## config.mk

```make
export PLATFORM = sky130hd
export DESIGN_NAME = hazard_detection_unit_flat
export DESIGN_NICKNAME = d
export VERILOG_FILES = /design/src/rtl/hazard_detection_unit_pkg.sv /design/src/rtl/hazard_detection_unit_if.sv /design/src/rtl/hazard_detection_unit_reg_match.sv /design/src/rtl/hazard_detection_unit.sv /design/src/flat_wrapper.sv
export SDC_FILE = /design/constraint.sdc
export NUM_CORES = 1
export LEC_CHECK = 0
export CELL_PAD_IN_SITES_DETAIL_PLACEMENT = 0
export CELL_PAD_IN_SITES_GLOBAL_PLACEMENT = 1
export CORE_MARGIN = 4
export CORE_UTILIZATION = 24
export DETAILED_ROUTE_END_ITERATION = 7
export HOLD_SLACK_MARGIN = 0.06
export PLACE_DENSITY = 0.8
export SETUP_SLACK_MARGIN = 0.2
export SLEW_MARGIN = 10
export SYNTH_ARGS = -nofsm -noshare
export SYNTH_HDL_FRONTEND = slang
export SYNTH_SLANG_ARGS = --single-unit
```

## constraint.sdc

```tcl
create_clock -name clk -period 2.56 [get_ports clk]
set_input_delay 0.512 -clock clk [delete_from_list [all_inputs] [get_ports clk]]
set_output_delay 0.512 -clock clk [all_outputs]
set_load 0.1 [all_outputs]
```

## src/rtl/hazard_detection_unit_pkg.sv

```systemverilog
// Shared pipeline definitions for the hazard detection unit: state encodings,
// source-field layout, hold-counter width and the bundled control word.
package hazard_detection_unit_pkg;

  typedef enum logic {
    RUN      = 1'b0,
    MEM_HOLD = 1'b1
  } state_e;

  localparam int SRC_USED_BIT = 3;
  localparam int REG_IDX_W    = 3;
  localparam int HOLD_CNT_W   = 4;

  typedef struct packed {
    logic pc_write_en;
    logic fd_write_en;
    logic de_write_en;
    logic em_write_en;
    logic fd_flush;
    logic de_bubble;
    logic mw_bubble;
  } ctrl_t;

  localparam ctrl_t CTRL_RUN  = '{pc_write_en: 1'b1, fd_write_en: 1'b1, de_write_en: 1'b1,
                                  em_write_en: 1'b1, fd_flush: 1'b0, de_bubble: 1'b0,
                                  mw_bubble: 1'b0};
  localparam ctrl_t CTRL_HOLD = '{pc_write_en: 1'b0, fd_write_en: 1'b0, de_write_en: 1'b0,
                                  em_write_en: 1'b0, fd_flush: 1'b0, de_bubble: 1'b0,
                                  mw_bubble: 1'b1};

endpackage

```

## src/rtl/hazard_detection_unit_if.sv

```systemverilog
// Pipeline-side signal bundle for the hazard detection unit: hazard sources in,
// stage enables / flush / bubble controls out.
interface hazard_detection_unit_if;
  import hazard_detection_unit_pkg::*;

  logic [SRC_USED_BIT:0]  fd_src_1_num;
  logic [SRC_USED_BIT:0]  fd_src_2_num;
  logic                   de_mem_read;
  logic                   de_reg_write;
  logic [REG_IDX_W-1:0]   de_reg_dst_num;
  logic                   de_long_mem;
  logic                   branch_taken;

  logic                   pc_write_en;
  logic                   fd_write_en;
  logic                   de_write_en;
  logic                   em_write_en;
  logic                   fd_flush;
  logic                   de_bubble;
  logic                   mw_bubble;

  modport master (
    output fd_src_1_num, fd_src_2_num, de_mem_read, de_reg_write,
           de_reg_dst_num, de_long_mem, branch_taken,
    input  pc_write_en, fd_write_en, de_write_en, em_write_en,
           fd_flush, de_bubble, mw_bubble
  );

  modport slave (
    input  fd_src_1_num, fd_src_2_num, de_mem_read, de_reg_write,
           de_reg_dst_num, de_long_mem, branch_taken,
    output pc_write_en, fd_write_en, de_write_en, em_write_en,
           fd_flush, de_bubble, mw_bubble
  );
endinterface

```

## src/rtl/hazard_detection_unit_reg_match.sv

```systemverilog
// reg_match: flags a decode-stage source that is in use and names the given
// destination register.
module hazard_detection_unit_reg_match
  import hazard_detection_unit_pkg::*;
(
  input  logic [SRC_USED_BIT:0] src_num_i,
  input  logic [REG_IDX_W-1:0]  dst_num_i,
  output logic                  hit_o
);

  assign hit_o = src_num_i[SRC_USED_BIT] & (src_num_i[REG_IDX_W-1:0] == dst_num_i);

endmodule

```

## src/rtl/hazard_detection_unit.sv

```systemverilog
// Five-stage pipeline hazard control: load-use bubble, taken-branch flush and
// multi-cycle freeze for two-word memory accesses.
// Optional macro HAZARD_PERF_CNT_EN adds a saturating stall_cycles counter.
module hazard_detection_unit
  import hazard_detection_unit_pkg::*;
#(
  parameter int unsigned MEM_EXTRA_CYCLES = 1
) (
  input  logic                 clk,
  input  logic                 reset,
  hazard_detection_unit_if.slave hz
`ifdef HAZARD_PERF_CNT_EN
  ,
  output logic [15:0]          stall_cycles
`endif
);

  localparam logic [HOLD_CNT_W-1:0] HOLD_LOAD = HOLD_CNT_W'(MEM_EXTRA_CYCLES);
  localparam logic [HOLD_CNT_W-1:0] CNT_ONE   = HOLD_CNT_W'(1);

  state_e                state_q, state_d;
  logic [HOLD_CNT_W-1:0] cnt_q, cnt_d;
  logic                  hit_1, hit_2, load_use;
  ctrl_t                 ctrl;

  hazard_detection_unit_reg_match u_match_1 (
    .src_num_i (hz.fd_src_1_num),
    .dst_num_i (hz.de_reg_dst_num),
    .hit_o     (hit_1)
  );

  hazard_detection_unit_reg_match u_match_2 (
    .src_num_i (hz.fd_src_2_num),
    .dst_num_i (hz.de_reg_dst_num),
    .hit_o     (hit_2)
  );

  assign load_use = hz.de_mem_read & hz.de_reg_write & (hit_1 | hit_2);

  // NOTE: every variable gets a default before the case so no latch is inferred.
  always_comb begin
    state_d = state_q;
    cnt_d   = cnt_q;
    ctrl    = CTRL_RUN;
    unique case (state_q)
      RUN: begin
        if (hz.branch_taken) begin
          ctrl.fd_flush  = 1'b1;
          ctrl.de_bubble = 1'b1;
        end else if (load_use) begin
          ctrl.pc_write_en = 1'b0;
          ctrl.fd_write_en = 1'b0;
          ctrl.de_bubble   = 1'b1;
        end
        if (hz.de_long_mem) begin
          state_d = MEM_HOLD;
          cnt_d   = HOLD_LOAD;
        end
      end
      MEM_HOLD: begin
        ctrl  = CTRL_HOLD;
        cnt_d = cnt_q - CNT_ONE;
        if (cnt_q <= CNT_ONE) state_d = RUN;
      end
      default: state_d = RUN;
    endcase
    // Reset forces the free-running defaults regardless of state or inputs.
    if (reset) ctrl = CTRL_RUN;
  end

  // NOTE: sequential state uses non-blocking assignments so all registers update together.
  always_ff @(posedge clk) begin
    if (reset) begin
      state_q <= RUN;
      cnt_q   <= '0;
    end else begin
      state_q <= state_d;
      cnt_q   <= cnt_d;
    end
  end

  assign hz.pc_write_en = ctrl.pc_write_en;
  assign hz.fd_write_en = ctrl.fd_write_en;
  assign hz.de_write_en = ctrl.de_write_en;
  assign hz.em_write_en = ctrl.em_write_en;
  assign hz.fd_flush    = ctrl.fd_flush;
  assign hz.de_bubble   = ctrl.de_bubble;
  assign hz.mw_bubble   = ctrl.mw_bubble;

`ifdef HAZARD_PERF_CNT_EN
  logic [15:0] stall_q;

  always_ff @(posedge clk) begin
    if (reset)                                     stall_q <= '0;
    else if (!ctrl.pc_write_en && stall_q != 16'hFFFF) stall_q <= stall_q + 16'd1;
  end

  assign stall_cycles = stall_q;
`endif

endmodule

```

## src/flat_wrapper.sv

```systemverilog
// flat-port wrapper written by rule: the top's interface ports become plain ports
module hazard_detection_unit_flat import hazard_detection_unit_pkg::*;
#(
  parameter int unsigned MEM_EXTRA_CYCLES = 1
)
  (clk, reset, hz_fd_src_1_num, hz_fd_src_2_num, hz_de_mem_read, hz_de_reg_write, hz_de_reg_dst_num, hz_de_long_mem, hz_branch_taken, hz_pc_write_en, hz_fd_write_en, hz_de_write_en, hz_em_write_en, hz_fd_flush, hz_de_bubble, hz_mw_bubble);
  hazard_detection_unit_if hz_i ();
  input  logic clk;
  input  logic reset;
  input wire logic [$bits(hz_i.fd_src_1_num)-1:0] hz_fd_src_1_num;
  input wire logic [$bits(hz_i.fd_src_2_num)-1:0] hz_fd_src_2_num;
  input wire logic [$bits(hz_i.de_mem_read)-1:0] hz_de_mem_read;
  input wire logic [$bits(hz_i.de_reg_write)-1:0] hz_de_reg_write;
  input wire logic [$bits(hz_i.de_reg_dst_num)-1:0] hz_de_reg_dst_num;
  input wire logic [$bits(hz_i.de_long_mem)-1:0] hz_de_long_mem;
  input wire logic [$bits(hz_i.branch_taken)-1:0] hz_branch_taken;
  output wire logic [$bits(hz_i.pc_write_en)-1:0] hz_pc_write_en;
  output wire logic [$bits(hz_i.fd_write_en)-1:0] hz_fd_write_en;
  output wire logic [$bits(hz_i.de_write_en)-1:0] hz_de_write_en;
  output wire logic [$bits(hz_i.em_write_en)-1:0] hz_em_write_en;
  output wire logic [$bits(hz_i.fd_flush)-1:0] hz_fd_flush;
  output wire logic [$bits(hz_i.de_bubble)-1:0] hz_de_bubble;
  output wire logic [$bits(hz_i.mw_bubble)-1:0] hz_mw_bubble;
  assign hz_i.fd_src_1_num = hz_fd_src_1_num;
  assign hz_i.fd_src_2_num = hz_fd_src_2_num;
  assign hz_i.de_mem_read = hz_de_mem_read;
  assign hz_i.de_reg_write = hz_de_reg_write;
  assign hz_i.de_reg_dst_num = hz_de_reg_dst_num;
  assign hz_i.de_long_mem = hz_de_long_mem;
  assign hz_i.branch_taken = hz_branch_taken;
  assign hz_pc_write_en = hz_i.pc_write_en;
  assign hz_fd_write_en = hz_i.fd_write_en;
  assign hz_de_write_en = hz_i.de_write_en;
  assign hz_em_write_en = hz_i.em_write_en;
  assign hz_fd_flush = hz_i.fd_flush;
  assign hz_de_bubble = hz_i.de_bubble;
  assign hz_mw_bubble = hz_i.mw_bubble;
  hazard_detection_unit #(.MEM_EXTRA_CYCLES(MEM_EXTRA_CYCLES)) u_core (.clk(clk), .reset(reset), .hz(hz_i));
endmodule
```

* Word level (Yosys, flattened, before mapping)
Index checks and enable logic that the tools add are counted.
** Storage, ports and cells
- Register bits :: 5
- Bits in latches :: 0
- Memory bits (writable) :: 0
- Bits in read-only memories :: 0
- Input port bits :: 17
- Output and inout port bits :: 7
- Memories :: 0
** Cells by class
- Add/sub/neg operators :: 1
- Multipliers :: 0
- Divide/modulo/power cells :: 0
- $lt $le $gt $ge :: 1
- Eq/ne operators :: 3
- Shift-type cells :: 0
- Muxes and demuxes :: 15
- Bitwise gates (word level) :: 6
- Reductions and logical operators :: 0
** Operator list (number)
- $pmux 2 s2 :: 2
- $pmux 4 s2 :: 1
- $mux 7 :: 1
- $eq 3x3->1 :: 2
- $mux 1 :: 6
- $mux 2 :: 3
- $and 1x1->1 :: 4
- $le 4x1->1 const B :: 1
- $mux 4 :: 1
- $sub 4x1->4 const B :: 1
- $ne 2x2->1 const B :: 1
- $pmux 1 s2 :: 1
- $not 1->1 :: 1
- $or 1x1->1 :: 1

* Logic depth before layout (Yosys ltp)
Gate-level depths: netlist of run 1.
- Depth in word-level cells :: 8
- Mapped depth :: 5
- Depth with buffers taken out :: 5

* By module
A second synthesis of run 1 with hierarchy kept.
** Unflattened totals
- Cell total of the unflattened synthesis :: 47
- Area, all modules :: 396.6 µm²
** Modules (own cells, without submodules)
- hazard_detection_unit :: times used 1, cells each 39, area an instance 326.6 µm², seq. area each 100.1 µm²
- hazard_detection_unit_reg_match :: times used 2, cells each 4, area an instance 35.0 µm², seq. area each 0.0 µm²

* Least setup slack after synthesis of run 1
OpenSTA, ideal clock, no wires.
- Kind :: input to output
- Start :: in reset
- End :: out hz_pc_write_en
- Data arrival time :: 4552 ps
- Data required time :: 2048 ps
- Slack :: -2504 ps
- Cell stages on the path :: 5
- Path buffers :: 2
- Path through :: clkbuf_2 -> nand2b_1 -> inv_1 -> a41oi_1 -> buf_4
** On the way
- Word-level cells in the longest chain between the ends :: 1
** RTL lines
- start: declaration :: RTL line flat_wrapper.sv:9 : input logic reset;
- $mux 7 :: RTL line hazard_detection_unit.sv:68 : if (reset) ctrl = CTRL_RUN;
- end: declaration :: RTL line flat_wrapper.sv:17 : output wire logic [$bits(hz_i.pc_write_en)-1:0] hz_pc_write_en;
No other way between the ends.

* Final worst setup path of run 1
- Start :: in hz_de_reg_dst_num[0]
- End :: out hz_de_bubble
** On the way
- Word-level cells in the longest chain between the ends :: 8
** RTL lines
- start: declaration :: RTL line flat_wrapper.sv:14 : input wire logic [$bits(hz_i.de_reg_dst_num)-1:0] hz_de_reg_dst_num;
- $eq 3x3->1 :: RTL line hazard_detection_unit_reg_match.sv:11 : assign hit_o = src_num_i[SRC_USED_BIT] & (src_num_i[REG_IDX_W-1:0] == dst_num_i);
- $and 1x1->1 :: RTL line hazard_detection_unit_reg_match.sv:11
- $or 1x1->1 (*) :: RTL line hazard_detection_unit.sv:38 : assign load_use = hz.de_mem_read & hz.de_reg_write & (hit_1 | hit_2);
- $and 1x1->1 (*) :: RTL line hazard_detection_unit.sv:38
- $mux 1 (*) :: RTL line hazard_detection_unit.sv:50 : end else if (load_use) begin
- $mux 1 (*) :: RTL line hazard_detection_unit.sv:47 : if (hz.branch_taken) begin
- $pmux 2 s2 (*) :: RTL line hazard_detection_unit.sv:45 : unique case (state_q)
- $mux 7 (*) :: RTL line hazard_detection_unit.sv:68
- end: declaration :: RTL line flat_wrapper.sv:22 : output wire logic [$bits(hz_i.de_bubble)-1:0] hz_de_bubble;
Mark *: on every way between the ends. The rest lies on a longest branch, timed or not.

==> run metrics, run 1 <==
run status finished clean; Final Slew Violations 0; drt total wl 1038 um; n_diodes 0; Net Count, Synth 67; Chip Height 47.68 um; maxcap violations 0; routed vias/inst 4.820; synth warn 0; Synth cell types 21; DRC Markers 0; Comb power frac 48.1%; Area Overhead vs Synth 99.67%; Cells on Worst Hold Path 2; CP max FO 2; I/O Buffers 23; largest net degree at the start of global routing 14; CTS HTree Levels 1; Ports 24; die area 0.002273 mm^2; fmax 0.4360 GHz; ANT nets after route 0; final core utilization 50.67%; internal power 0.2246 mW; leak pwr 0.3162 nW; Tmin final 2.294 ns; commonest non-fill, non-tap cell in the layout clkdlybuf4s50_1; sequential power share 27.1%; CTS tree built; Final Hold Viols 0; skew final 0.006662 ns; Yosys top cell area share 26.49%; die width 47.68 um; worst endpoint required time 2.05 ns; WP data arrival 1.78 ns; initial antenna violation count 0; reg-to-reg endpoint u_core.cnt_q[1]; Max IR drop VDD 0.0005019 V; setup violators final 0; CP Capture Type primary output; NetSw 0.1390 mW; RSZ-0062 raised after global routing yes; part of the power in the clock network 24.9%; Placed Area 710.7 um^2; vias in the first global route 386; GPL Wtd Cong 0.7377; max_slew headroom 68.30%; synthesized area per cell 7.872 um^2; row cnt 14; clk slew on worst S/H paths 0.05 ns; Switching Fraction 38.24%; CP Launch Type input port; Tightest Pin Transition 0.4749 ns; critical path class in -> out; Hold Crit Start u_core.cnt_q[2]; DP Worst Slack 0.1783 ns; reg2reg path depth 5; layout cells sized above 1 24.66%; fin area 754.5 um^2; drt wl/cell 11.66 um; GRT Resource Usage Total 9.167%; Initial DRC Count 4; cell type with the highest aggregate area in the netlist dfxtp_1; Worst R2R Start u_core.cnt_q[0]; clk_lat worst skew 0.24 ns; root buf cell clkbuf_4; Clock Sinks 5; Synth Cell Area 377.9 um^2; Hold Buf Count CTS 0; most frequent cells in the layout clkdlybuf4s50_1 (13), buf_12 (7), xnor2_1 (6); post-route setup slack 0.2664 ns; grt ovf 0; # nets final 93; clock buffer count from CTS 3; Initial Utilization 25.38%; worst hold path type reg -> reg; Min-Delay Endpoint u_core.cnt_q[2]; DR pass1 iterations 2; Core Box Area 0.001489 mm^2; via count 429; PD cells 481.9 mW/mm^2; register area share after synthesis 26.49%; Yosys reg bits 5; first-pass GRT wire length 1504 um; CTS Buffer Depth 2; ranking of synthesized cells by area dfxtp_1 (26%), xnor2_1 (14%), ha_1 (6.6%), buf_4 (6.0%), nor3_1 (5.3%); post-detail-place hpwl 871.2 um; worst reg-to-reg setup slack 1.41 ns; crit share post-route 89.59%; Post-Synthesis Cells 48
-- per-layer routing --
metal | up-vias | GRT usage [%] | routed length, um
met2 | 25 | 15.57 | 433
met5 | - | 0 | 0
met3 | 0 | 6.391 | 196
li1 | 216 | - | -
met4 | 0 | 0 | 0
met1 | 188 | 10.02 | 407
-- power groups by stage --
stage               clock network, mW  logic (mW)  registers, mW
CTS                            0.0934       0.177         0.0983
detailed placement                  0       0.175         0.0995
global placement                    0       0.173         0.0993
global route                    0.101       0.186          0.100
finish                         0.0904       0.175         0.0985
floorplan                           0       0.117         0.0938
-- cell usage after synthesis --
cell,instances
xnor2_1,6
dfxtp_1,5
nor2_1,5
nor3_1,4
a21oi_1,3
buf_4,3
inv_1,3
a211oi_1,2
ha_1,2
nand2b_1,2
nand4_1,2
o21ai_0,2
a41o_1,1
a41oi_1,1
and2_1,1
clkbuf_2,1
nand2_1,1
nand3b_1,1
nor2b_1,1
o31a_1,1
or3_1,1
-- worst max-delay path, cell delays in order --
cell and delay [ns]:
clkdlybuf4s50_1 0.51, xnor2_1 0.13, nand4_1 0.12, nand2_2 0.11, a41o_2 0.22, buf_12 0.17
-- area by class of cell --
type                            instances  area [um^2]
Fill cell                             139        734.5
Timing Repair Buffer                   25        322.8
Multi-Input combinational cell         36        270.3
Sequential cell                         5        100.1
Clock buffer                            4        26.28
Tap cell                               16        20.02
Inverter                                3        15.01
-- per-stage QoR --
stage	power, mW	hold WS [ns]	instances	setup TNS, ns
after CTS	0.3685	0.5170	89	0
after global placement	0.2725	0.5002	84	0
after floorplan	0.2106	0.4760	48	-0.9401
final	0.3636	0.5104	89	0
after detailed placement	0.2741	0.5111	84	0
after global routing	0.3879	0.5714	89	0
-- kinds of logic after synthesis --
logic type / count (synthesis) / synth area share [%]
simple gates: 18 / 24.84
fa+ha+maj: 2 / 6.621
compound gates: 10 / 17.88
buf+inv: 7 / 10.26
flops: 5 / 26.49
xor+xnor: 6 / 13.91
-- flip-flops by register name (all words and copies together) (netlist names) --
register,flops
u_core.cnt_q,4
u_core.state_q,1
-- what timing repair did --
action	in CTS	in global routing
hold endpoints to repair	0	0
setup buffers	1	0
endpoints found under the setup margin	2	3
pin swaps	1	4
resized for setup	0	4
-- worst max-delay path by stage --
stage	from	end	slack, ns	cells past startpoint
floorplan	reset	hz_pc_write_en	-0.60	5
global placement	reset	hz_fd_write_en	0.22	5
detailed placement	reset	hz_fd_write_en	0.18	5
CTS	hz_de_reg_dst_num[2]	hz_de_bubble	0.21	6
global route	hz_de_reg_dst_num[0]	hz_de_bubble	0.20	6
finish	hz_de_reg_dst_num[0]	hz_de_bubble	0.27	6
No activity file was read; power rests on OpenSTA's default activity.
==> run 2: changes to the inputs <==
--- a/config.mk
+++ b/config.mk
@@ -8,10 +8,10 @@
 export CELL_PAD_IN_SITES_DETAIL_PLACEMENT = 0
 export CELL_PAD_IN_SITES_GLOBAL_PLACEMENT = 1
 export CORE_MARGIN = 4
-export CORE_UTILIZATION = 24
+export CORE_UTILIZATION = 20
 export DETAILED_ROUTE_END_ITERATION = 7
 export HOLD_SLACK_MARGIN = 0.06
-export PLACE_DENSITY = 0.8
+export PLACE_DENSITY = 0.72
 export SETUP_SLACK_MARGIN = 0.2
 export SLEW_MARGIN = 10
 export SYNTH_ARGS = -nofsm -noshare
==> constraint.sdc (replaced) <==
create_clock -name clk -period 2 [get_ports clk]
set_input_delay 0.4 -clock clk [delete_from_list [all_inputs] [get_ports clk]]
set_output_delay 0.4 -clock clk [all_outputs]
set_load 0.1 [all_outputs]
==> run 2 against run 1 <==
  * Critical path type unchanged
  * Routed wire length is 6.5% higher
  * Worst hold slack worse by 0.0029 ns
  * Sequential power is 22% higher
  * Largest cell class unchanged
  * Non-clock buffer count is 5 higher
  * Worst setup slack better by 0.0073 ns
  * Clock power is 31% higher
  * Via count stayed put
  * Final area is 2.3% higher
  * First-iteration DRC count is 25% lower
  * Clock-buffer cell count stayed put
  * Power is 31% higher
  * Sequential share of layout area is 0.30 points lower
==> run metrics, run 2 (synthesis results as in run 1) <==
part of the power in the clock network 24.9% (about the same); ANT nets after route 0 (unchanged); crit share post-route 86.31%; grt ovf 0 (unchanged); leak pwr 0.3426 nW (+8.3%); clk_lat worst skew 0.24 ns (about the same); Tmin final 1.726 ns; CTS HTree Levels 1 (unchanged); GPL Wtd Cong 0.7976 (+8.1%); WP data arrival 1.33 ns (-0.45 ns); drt wl/cell 10.73 um (-8.0%); Biggest register u_core.cnt_q; # nets final 98 (+5.4%); PD cells 616.9 mW/mm^2 (+28%); Max IR drop VDD 0.0003618 V (-28%); Final Hold Viols 0 (unchanged); Cell Chain, Critical Path buf_2 > xnor2_1 > nand4_1 > nand2_2 > a41o_4 > buf_12; worst hold path type in -> reg; Placed Area 778.2 um^2 (+9.5%); Chip Height 51.47 um (+7.9%); die area 0.002649 mm^2 (+17%); TNS Setup 0 ns (unchanged); I/O Buffers 23 (unchanged); Hold Buf Count CTS 0 (unchanged); GRT Resource Usage Total 9.008% (-0.16 points); critical path class in -> out; Ports 24 (unchanged); via count 429 (unchanged); Final Slew Violations 0 (unchanged); Tightest Pin Transition 0.2526 ns (-0.2223 ns); DR pass1 iterations 2 (unchanged); clk slew on worst S/H paths 0.05 ns (about the same); worst endpoint required time 1.60 ns (-0.45 ns); NetSw 0.1870 mW (+35%); layout cells sized above 1 46.15% (+21 points); setup violators final 0 (unchanged); CTS tree built; drt total wl 1105 um (+6.5%); fmax 0.5793 GHz; clock buffer count from CTS 3 (unchanged); internal power 0.2892 mW (+29%); run status finished clean; CP Launch Type input port; DRC Markers 0 (unchanged); root buf cell clkbuf_4; Core Box Area 0.001764 mm^2 (+18%); # Post-CTS Setup Buffers 0 (-1); Comb power frac 49.8% (+1.7 points); top cell family by delay on the critical path buffers and inverters; vias in the first global route 418 (+8.3%); fin area 772.0 um^2 (+2.3%); n_diodes 0 (unchanged); most frequent cells in the layout buf_12 (7), buf_4 (7), clkbuf_2 (5), buf_2 (5), dfxtp_1 (5); DP Worst Slack -0.1559 ns (-0.3342 ns); final core utilization 43.76% (-6.9 points); first-pass GRT wire length 1766 um (+17%); CTS Buffer Depth 2 (unchanged); initial antenna violation count 0 (unchanged); skew final 0.002718 ns (-0.003944 ns); total power 0.4762 mW (+31%); biggest regs u_core.cnt_q x4, u_core.state_q x1; sequential power share 25.3% (-1.8 points); routed vias/inst 4.165 (-14%); crit-path max cell delay 0.24 ns (-0.27 ns); die width 51.47 um (+7.9%); max FFs per register 4 (unchanged); post-route setup slack 0.2738 ns (+0.007338 ns); row cnt 15 (+1); slowest CP cell a41o_4; post-detail-place hpwl 901 um (+3.4%); CP max FO 2 (unchanged); Area Overhead vs Synth 104.3%; Switching Fraction 39.28% (+1.0 points); Initial Utilization 21.42% (-4.0 points); maxcap violations 0 (unchanged); Initial DRC Count 3 (-1); largest net degree at the start of global routing 12 (-2); Clock Sinks 5 (unchanged); RSZ-0062 raised after global routing no; Critical path buffers and inverters 2 (unchanged); CP Capture Type primary output; max_slew headroom 83.11% (+15 points)
[run 2: worst reg2reg max path: cells and delay by family, from the launching register on]
kind            cells  cell delay [ns]
compound gates      1             0.22
simple gates        2             0.15
buf+inv             1             0.06
fa+ha+maj           1             0.22
flops               1             0.40
[run 2: repair_timing]
| action | 4_1_cts | 5_1_grt |
|---|---|---|
| resized for setup | 38 | 6 |
| endpoints found under the setup margin | 7 | 3 |
| pin swaps | 11 | 9 |
[run 2: stage by stage]
step	cells	hold slack, ns
2_1_floorplan	48	0.4760
3_3_place_gp	99	0.4981
3_5_place_dp	99	0.5204
4_1_cts	103	0.5271
5_1_grt	103	0.5195
6_report	103	0.5075
[run 2: path summary, 6_finish.rpt]
path | start | to | slack (ns) | cells past startpoint
max | hz_de_reg_dst_num[0] | hz_de_bubble | 0.27 | 6
min | reset | u_core.cnt_q[1] | 0.51 | 3
max reg2reg | u_core.cnt_q[0] | u_core.state_q | 0.86 | 5
min reg2reg | u_core.cnt_q[2] | u_core.cnt_q[2] | 0.52 | 2
[run 2: power groups by stage]
stage	Sequential [mW]	Combinational (mW)	Clock [mW]
4_1_cts	0.120	0.241	0.123
6_report	0.120	0.237	0.118
3_5_place_dp	0.122	0.246	0
3_3_place_gp	0.122	0.244	0
2_1_floorplan	0.120	0.153	0
5_1_grt	0.122	0.251	0.131
[run 2: routing by layer]
metal,vias to the layer above,share of wire [%],GRT usage (%)
met5,-,0,0
met4,0,1.6,6.550
met3,2,6.6,2.332
met2,16,45,13.56
met1,185,47,10.92
li1,226,-,-
[run 2: cell type report]
type,instances,area (um^2)
Inverter,3,15.01
Multi-Input combinational cell,36,299.0
Sequential cell,5,100.1
Timing Repair Buffer,30,300.3
Tap cell,25,31.28
Clock buffer,4,26.28
Fill cell,188,992.2
==> run 3: changes to the inputs <==
--- a/config.mk
+++ b/config.mk
@@ -5,10 +5,12 @@
 export SDC_FILE = /design/constraint.sdc
 export NUM_CORES = 1
 export LEC_CHECK = 0
+export CAP_MARGIN = 30
 export CELL_PAD_IN_SITES_DETAIL_PLACEMENT = 0
 export CELL_PAD_IN_SITES_GLOBAL_PLACEMENT = 1
 export CORE_MARGIN = 4
 export CORE_UTILIZATION = 20
+export CTS_CLUSTER_DIAMETER = 100
 export DETAILED_ROUTE_END_ITERATION = 7
 export HOLD_SLACK_MARGIN = 0.06
 export PLACE_DENSITY = 0.72
==> results of run 3 <==
Same layout as run 2: the final DEF is identical, and so are final timing and power.
